[config.mk]
export PLATFORM = sky130hd
export DESIGN_NAME = ps2_scan_rx
export DESIGN_NICKNAME = d
export VERILOG_FILES = /design/src/rtl/ps2_scan_rx.sv
export SDC_FILE = /design/constraint.sdc
export NUM_CORES = 1
export LEC_CHECK = 0
export CAP_MARGIN = 30
export CORE_ASPECT_RATIO = 0.6
export CORE_MARGIN = 2
export CORE_UTILIZATION = 35
export CTS_CLUSTER_SIZE = 24
export DETAILED_ROUTE_END_ITERATION = 12
export PLACE_DENSITY = 0.51
export SLEW_MARGIN = 20
export SYNTH_ARGS = -nofsm -noshare
export SYNTH_HDL_FRONTEND = slang
export SYNTH_SLANG_ARGS = --single-unit
[constraint.sdc]
create_clock -name clk -period 1.92 [get_ports clk]
set_input_delay 0.384 -clock clk [delete_from_list [all_inputs] [get_ports clk]]
set_output_delay 0.384 -clock clk [all_outputs]
set_load 0.03 [all_outputs]
[src/rtl/ps2_scan_rx.sv]
// PS/2 keyboard receiver: synchronizes and filters the raw lines, checks framing and odd parity,
// and strips the E0/F0 prefixes so that only make codes, releases and errors reach the outputs.
module ps2_scan_rx #(
  parameter int FILTER_LEN  = 8,
  parameter int TIMEOUT_CYC = 50000
) (
  input  logic       clk,
  input  logic       rst_n,
  input  logic       ps2_clk,
  input  logic       ps2_data,
  output logic [7:0] key_code,
  output logic       key_valid,
  output logic       key_ext,
  output logic       key_release,
  output logic       frame_err
);

  localparam int FW = $clog2(FILTER_LEN + 1);
  localparam int TW = $clog2(TIMEOUT_CYC + 1);

  typedef enum logic [1:0] {
    S_IDLE   = 2'd0,
    S_DATA   = 2'd1,
    S_PARITY = 2'd2,
    S_STOP   = 2'd3
  } state_t;

  state_t        state_q, state_d;
  logic          clk_s1_q, clk_s2_q, dat_s1_q, dat_s2_q;
  logic          clk_f_q, clk_f_d;
  logic [FW-1:0] filt_cnt_q, filt_cnt_d;
  logic [3:0]    bit_cnt_q, bit_cnt_d;
  logic [7:0]    shreg_q, shreg_d;
  logic          par_q, par_d;
  logic [TW-1:0] tmo_q, tmo_d;
  logic          brk_q, brk_d, ext_q, ext_d;
  logic [7:0]    key_code_q, key_code_d;
  logic          key_ext_q, key_ext_d;
  logic          valid_q, valid_d, rel_q, rel_d, err_q, err_d;
  logic          strobe_s, accept_s;

  // Glitch filter: the filtered clock follows only a level held for FILTER_LEN cycles.
  always_comb begin
    clk_f_d    = clk_f_q;
    filt_cnt_d = '0;
    if (clk_s2_q != clk_f_q) begin
      if (filt_cnt_q == FW'(FILTER_LEN - 1)) begin
        clk_f_d = clk_s2_q;
      end else begin
        filt_cnt_d = filt_cnt_q + 1'b1;
      end
    end else begin
      filt_cnt_d = '0;
    end
  end

  assign strobe_s = clk_f_q & ~clk_f_d;

  // Frame FSM, timeout supervision and the E0/F0 prefix layer.
  always_comb begin
    state_d    = state_q;
    bit_cnt_d  = bit_cnt_q;
    shreg_d    = shreg_q;
    par_d      = par_q;
    tmo_d      = tmo_q;
    brk_d      = brk_q;
    ext_d      = ext_q;
    key_code_d = key_code_q;
    key_ext_d  = key_ext_q;
    valid_d    = 1'b0;
    rel_d      = 1'b0;
    err_d      = 1'b0;
    accept_s   = 1'b0;

    case (state_q)
      S_IDLE: begin
        if (strobe_s && !dat_s2_q) begin
          state_d   = S_DATA;
          bit_cnt_d = 4'd0;
        end else begin
          state_d = S_IDLE;
        end
      end
      S_DATA: begin
        if (strobe_s) begin
          shreg_d   = {dat_s2_q, shreg_q[7:1]};
          bit_cnt_d = bit_cnt_q + 4'd1;
          state_d   = (bit_cnt_q == 4'd7) ? S_PARITY : S_DATA;
        end else begin
          state_d = S_DATA;
        end
      end
      S_PARITY: begin
        if (strobe_s) begin
          par_d   = dat_s2_q;
          state_d = S_STOP;
        end else begin
          state_d = S_PARITY;
        end
      end
      S_STOP: begin
        if (strobe_s) begin
          state_d = S_IDLE;
          if ((^{shreg_q, par_q}) && dat_s2_q) begin
            accept_s = 1'b1;
          end else begin
            err_d = 1'b1;
          end
        end else begin
          state_d = S_STOP;
        end
      end
      default: state_d = S_IDLE;
    endcase

    // A strobe always reloads the counter, so it beats a coincident terminal count.
    if (state_q == S_IDLE) begin
      tmo_d = '0;
    end else if (strobe_s) begin
      tmo_d = '0;
    end else if (tmo_q >= TW'(TIMEOUT_CYC - 1)) begin
      state_d = S_IDLE;
      tmo_d   = '0;
      err_d   = 1'b1;
      brk_d   = 1'b0;
      ext_d   = 1'b0;
    end else begin
      tmo_d = tmo_q + 1'b1;
    end

    if (accept_s) begin
      if (shreg_q == 8'hF0) begin
        brk_d = 1'b1;
      end else if (shreg_q == 8'hE0) begin
        ext_d = 1'b1;
      end else if (brk_q) begin
        rel_d = 1'b1;
        brk_d = 1'b0;
        ext_d = 1'b0;
      end else begin
        key_code_d = shreg_q;
        key_ext_d  = ext_q;
        valid_d    = 1'b1;
        ext_d      = 1'b0;
      end
    end else begin
      key_code_d = key_code_q;
    end
  end

  // State and output registers; the line synchronizers idle high.
  always_ff @(posedge clk or negedge rst_n) begin
    if (!rst_n) begin
      clk_s1_q   <= 1'b1;
      clk_s2_q   <= 1'b1;
      dat_s1_q   <= 1'b1;
      dat_s2_q   <= 1'b1;
      clk_f_q    <= 1'b1;
      filt_cnt_q <= '0;
      state_q    <= S_IDLE;
      bit_cnt_q  <= 4'd0;
      shreg_q    <= 8'h00;
      par_q      <= 1'b0;
      tmo_q      <= '0;
      brk_q      <= 1'b0;
      ext_q      <= 1'b0;
      key_code_q <= 8'h00;
      key_ext_q  <= 1'b0;
      valid_q    <= 1'b0;
      rel_q      <= 1'b0;
      err_q      <= 1'b0;
    end else begin
      clk_s1_q   <= ps2_clk;
      clk_s2_q   <= clk_s1_q;
      dat_s1_q   <= ps2_data;
      dat_s2_q   <= dat_s1_q;
      clk_f_q    <= clk_f_d;
      filt_cnt_q <= filt_cnt_d;
      state_q    <= state_d;
      bit_cnt_q  <= bit_cnt_d;
      shreg_q    <= shreg_d;
      par_q      <= par_d;
      tmo_q      <= tmo_d;
      brk_q      <= brk_d;
      ext_q      <= ext_d;
      key_code_q <= key_code_d;
      key_ext_q  <= key_ext_d;
      valid_q    <= valid_d;
      rel_q      <= rel_d;
      err_q      <= err_d;
    end
  end

  assign key_code    = key_code_q;
  assign key_ext     = key_ext_q;
  assign key_valid   = valid_q;
  assign key_release = rel_q;
  assign frame_err   = err_q;

endmodule
# Word level (Yosys, flattened, before mapping)
# Index checks and enable logic that the tools add are counted.
classes:
  n_addsub: 3
  magnitude_cmp: 1
  n_reduce_logical: 10
  n_mux: 49
  eq_ne: 10
  n_bitwise: 5
ops:
  columns: ["cell", "n"]
  rows:
  - ["2-to-1 mux 16 bit", 3]
  - ["2-to-1 mux 1 bit", 34]
  - ["adder 16 x 1 -> 16 bit (second input constant)", 1]
  - ["equality test 8 bit (second input constant)", 2]
  - ["greater-or-equal comparator 16 bit (second input constant)", 1]
  - ["2-to-1 mux 4 bit", 4]
  - ["2-to-1 mux 2 bit", 6]
  - ["parity 9 bit", 1]
  - ["adder 4 x 1 -> 4 bit (second input constant)", 2]
  - ["equality test 4 x 3 -> 1 bit (second input constant)", 2]
  - ["case mux 2 bit (4 select lines)", 1]
  - ["case mux 4 bit (2 select lines)", 1]
  - ["equality test 2 bit (second input constant)", 2]
  - ["inequality test 2 bit (second input constant)", 2]
  - ["inverter 1 bit", 4]
  - ["AND reduction 2 bit", 2]
  - ["AND reduction 4 bit", 1]
  - ["AND reduction 3 bit", 1]
  - ["equality test 2 x 1 -> 1 bit (second input constant)", 1]
  - ["logical AND 1 bit", 2]
  - ["zero test 2 bit", 1]
  - ["nonzero test 2 bit", 1]
  - ["AND 1 bit", 1]
  - ["zero test 1 bit", 1]
  - ["inequality test 1 bit", 1]
word_totals:
  word_cells: 96
  out_inout_bits: 12
  ff_bits: 54

# Logic depth before layout (Yosys ltp)
depth:
  word_depth: 11
  ltp_mapped: 8

# Worst setup path before layout
# No wires, ideal clock.
synth_timing:
  path_type: "register to register"
  start: "register filt_cnt_q[0]"
  end: "register shreg_q[1]"
  period_less_slack_ps: 1964
  slack_ps: -44
  stages_incl_launch_ff: 9
  arrival_ps: 1839
  cell_sequence: "dfrtp_1 ha_1 and3b_1 clkbuf_1 nand2_1 nor2_1 and2_1 clkbuf_1 mux2_2"
synth_between:
  elab_chain_cells: 6
synth_lines:
  columns: ["item", "line", "source"]
  rows:
  - ["start: declaration", "31", "logic [FW-1:0] filt_cnt_q, filt_cnt_d;"]
  - ["start signal: assignment", "178", "filt_cnt_q <= filt_cnt_d;"]
  - ["equality test 4 x 3 -> 1 bit", "47", "if (filt_cnt_q == FW'(FILTER_LEN - 1)) begin"]
  - ["2-to-1 mux 1 bit", "47", null]
  - ["2-to-1 mux 1 bit", "46", "if (clk_s2_q != clk_f_q) begin"]
  - ["inverter 1 bit", "57", "assign strobe_s = clk_f_q & ~clk_f_d;"]
  - ["AND 1 bit", "57", null]
  - ["AND reduction 2 bit (no source line)", null, null]
  - ["end signal: assignment", "181", "shreg_q <= shreg_d;"]
  - ["end: declaration", "33", "logic [7:0] shreg_q, shreg_d;"]
# No other way between the ends.
# A chain may end at the register's enable or synchronous reset.

# Final worst setup path
layout_timing:
  start: "register shreg_q[2]"
  end: "register key_code_q[6], in the netlist key_code[6]"
layout_between:
  elab_chain_cells: 6
layout_lines:
  columns: ["item", "line", "source"]
  rows:
  - ["parity 9 bit", "104", "if ((^{shreg_q, par_q}) && dat_s2_q) begin"]
  - ["logical AND 1 bit", "104", null]
  - ["2-to-1 mux 1 bit", "104", null]
  - ["2-to-1 mux 1 bit", "102", "if (strobe_s) begin"]
  - ["2-to-1 mux 1 bit", "75", "case (state_q)"]
  - ["AND reduction 4 bit (no source line) (*)", null, null]
  - ["end signal: assignment", "186", "key_code_q <= key_code_d;"]
  - ["end: declaration", "37", "logic [7:0] key_code_q, key_code_d;"]
# Mark *: on every way between the ends. The rest lies on a longest branch, timed or not.

==> results.sh <==
export IMPL_final_common_cell="dfrtp_1"
export IMPL_busiest_layer="met1"
export IMPL_coreArea_um2=6676
export IMPL_gp_congestion=0.7201
export IMPL_synth_cells=200
export IMPL_wl_per_cell_um=13.33
export IMPL_p_int_mw=1.767
export IMPL_use_met3=0.04163
export IMPL_met1_usage=0.2091
export IMPL_swShare=0.2121
export IMPL_yosys_area_top_type_share=0.5096
export IMPL_ys_seq_elements=54
export IMPL_place_inst=315
export IMPL_finalMaxSlewViolations=0
export IMPL_avgSynthCellArea_um2=12.03
export IMPL_r2r_start="shreg_q[2]$_DFFE_PN0P_"
export IMPL_clockBufferDepth=2
export IMPL_insertion_delay_ps=290
export IMPL_io_pins=16
export IMPL_whs_ps=69.71
export IMPL_r2r_worst_path_cells=5
export IMPL_period_needed_ps=1874
export IMPL_p_comb_frac=0.058
export IMPL_use_met2=0.1419
export IMPL_drc=0
export IMPL_num_rows=23
export IMPL_timing_worst_slew_pin_value_ps=540.8
export IMPL_grt_overflow_total=0
export IMPL_grt_pass1_vias=1365
export IMPL_crit_arrival_ps=2050
export IMPL_path_class="flop to flop"
export IMPL_seq_area_frac_synth=0.5642
export IMPL_die_y_um=68.23
export IMPL_p_per_area_nw_per_um2=758.6
export IMPL_drt_initial_drc_count=54
export IMPL_switchingPower_mw=0.4757
export IMPL_die_w_um=111.0
export IMPL_final_cell_mix="49 x dfrtp_1, 28 x nor2_1, 20 x mux2_2, 18 x buf_4, 14 x clkdlybuf4s50_1"
export IMPL_path_buf_inv=0
export IMPL_cts_hold_buf=0
export IMPL_status="finished clean"
export IMPL_yosysTopAreaCell="dfrtp_1"
export IMPL_final_cells=324
export IMPL_grt_pass1_wl_mm=7.196
export IMPL_p_leak_nw=1.414
export IMPL_port_buffers=15
export IMPL_tritoncts="yes"
export IMPL_numCtsBuffers=5
export IMPL_grt_start_max_net_pins=35
export IMPL_timing_rr_end="key_code[6]$_DFFE_PN0P_"
export IMPL_hold_violations=0
export IMPL_grt_usage=0.1251
export IMPL_synth_edf_count=0
export IMPL_async_flop_share=1.000
export IMPL_syn_num_nets=207
export IMPL_post_dp_hpwl_mm=3.130
export IMPL_power_share_sequential=0.542
export IMPL_synth_warnings=0
export IMPL_ys_top_cells_by_area="dfrtp_1 51%, mux2_2 9.4%, dfstp_2 5.5%"
export IMPL_p_total_mw=2.243
export IMPL_rrSetupSlack_ps=50
export IMPL_ctsRootBufferMaster="clkbuf_16"
export IMPL_clock_power_share=0.400
export IMPL_clock_sinks=54
export IMPL_hold_class="input pin to async pin"
export IMPL_antenna_diode_count=0
export IMPL_ant_nets=0
export IMPL_finalSetupViolCount=0
export IMPL_max_slew_margin=0.6357
export IMPL_antenna_found_initial=0
export IMPL_min_period_over_period=0.9760
export IMPL_worst_clock_skew_ps=5.423
export IMPL_cp_max_fo=10
export IMPL_start_kind="flop"
export IMPL_cp_top_family="multiplexers"
export IMPL_nNetsFinal=243
export IMPL_path_cells="xor2_1 -> xnor3_1 -> mux2i_4 -> nand3_4 -> mux2_2"
export IMPL_first_pass_iters=4
export IMPL_cap_violations=0
export IMPL_synth_ff_type="dfrtp_1"
export IMPL_clock_fmax_mhz=533.6
export IMPL_critPathRequiredTime_ps=2100
export IMPL_yosys_cell_types_count=36
export IMPL_viasPerCell=4.645
export IMPL_vias=1505
export IMPL_syn_area_um2=2406
export IMPL_area_delta_synth_final_pct=22.88
export IMPL_slowest_delay_ps=430
export IMPL_finalSetupTns_ps=0
export IMPL_fin_util=0.4428
export IMPL_initial_utilization=0.3604
export IMPL_htree_levels=2
export IMPL_cp_slowest_cell="xnor3_1"
export IMPL_cp_end_kind="flop"
export IMPL_wl_mm=4.320
export IMPL_rsz0062_at_grt="true"
export IMPL_peakVddDrop_v=0.0003485
export IMPL_die_area_um2=7576
export IMPL_drive_gt1_frac=0.2405
export IMPL_path_clk_slew_ps=70
[Yosys cell counts (2+ instances only)]
| master | number |
|---|---|
| dfrtp_1 | 49 |
| nor2_1 | 28 |
| mux2_2 | 20 |
| nand2_1 | 13 |
| xor2_1 | 10 |
| xnor2_1 | 8 |
| nand3_1 | 7 |
| clkbuf_1 | 5 |
| dfstp_2 | 5 |
| and2_1 | 4 |
| and3_1 | 4 |
| and4_1 | 4 |
| o21ai_0 | 4 |
| a22o_1 | 3 |
| ha_1 | 3 |
| inv_1 | 3 |
| nor3_1 | 3 |
| o31ai_1 | 3 |
| a21oi_1 | 2 |
| a32oi_1 | 2 |
| and3b_1 | 2 |
| nand4b_1 | 2 |
| nor2b_1 | 2 |
| xnor3_1 | 2 |
[flip-flops by register name, summed over array words and instances, names as in the netlist, 2 cells and up]
| name | count |
|---|---|
| key_code | 8 |
| tmo_q | 16 |
| state_q | 2 |
| filt_cnt_q | 4 |
| bit_cnt_q | 4 |
| shreg_q | 8 |
[what timing repair did]
action,in CTS,in global routing
endpoints found under the setup margin,0,17
setup buffers,0,1
endpoints found under the hold margin,0,0
gates resized for setup,0,4
[layer usage]
metal  vias to the layer above  wire length [um]
met1                       707              2628
met5                         -                 0
li1                        772                 -
met2                        21              1471
met4                         0                46
met3                         5               173
[power groups by stage]
stage | combinational, mW | sequential [mW] | clock, mW
after floorplan | 0.0740 | 1.23 | 0
after global placement | 0.137 | 1.24 | 0
after detailed placement | 0.132 | 1.24 | 0
after CTS | 0.135 | 1.21 | 0.938
after global routing | 0.153 | 1.22 | 0.984
final | 0.130 | 1.21 | 0.898
[how the worst max path moves through the flow]
stage | end | depth (start not counted) | slack (ps) | from
2_1_floorplan | shreg_q[1]$_DFFE_PN0P_ | 8 | 30 | filt_cnt_q[0]$_DFF_PN0_
3_3_place_gp | key_release$_DFF_PN0_ | 6 | 40 | shreg_q[6]$_DFFE_PN0P_
3_5_place_dp | key_code[0]$_DFFE_PN0P_ | 5 | 30 | shreg_q[2]$_DFFE_PN0P_
4_1_cts | key_code[6]$_DFFE_PN0P_ | 5 | 30 | shreg_q[2]$_DFFE_PN0P_
5_1_grt | key_code[4]$_DFFE_PN0P_ | 5 | -40 | shreg_q[2]$_DFFE_PN0P_
6_report | key_code[6]$_DFFE_PN0P_ | 5 | 50 | shreg_q[2]$_DFFE_PN0P_
[per-stage QoR]
| stage | area (um^2) | worst slack (ps) |
|---|---|---|
| 4_1_cts | 2937 | 28.88 |
| 6_report | 2957 | 46.00 |
| 3_3_place_gp | 2789 | 43.35 |
| 3_5_place_dp | 2789 | 33.61 |
| 2_1_floorplan | 2407 | 29.07 |
| 5_1_grt | 2957 | -39.18 |
[logic make-up after synthesis]
family / Yosys count / synth area share
flops: 54 / 0.5642
xor+xnor: 20 / 0.08424
fa+ha+maj: 3 / 0.01560
simple gates: 74 / 0.1586
mux: 21 / 0.1030
compound gates: 20 / 0.06189
buf+inv: 8 / 0.01248
[layout make-up]
type,count,area [um^2]
multi-input combinational,138,1031
tap,87,108.9
clock buffer,7,142.6
fill,633,3720
sequential,54,1358
inverter,3,11.26
timing repair buffer,34,300.3
clock inverter,1,5.005
No activity file was read; power rests on OpenSTA's default activity.
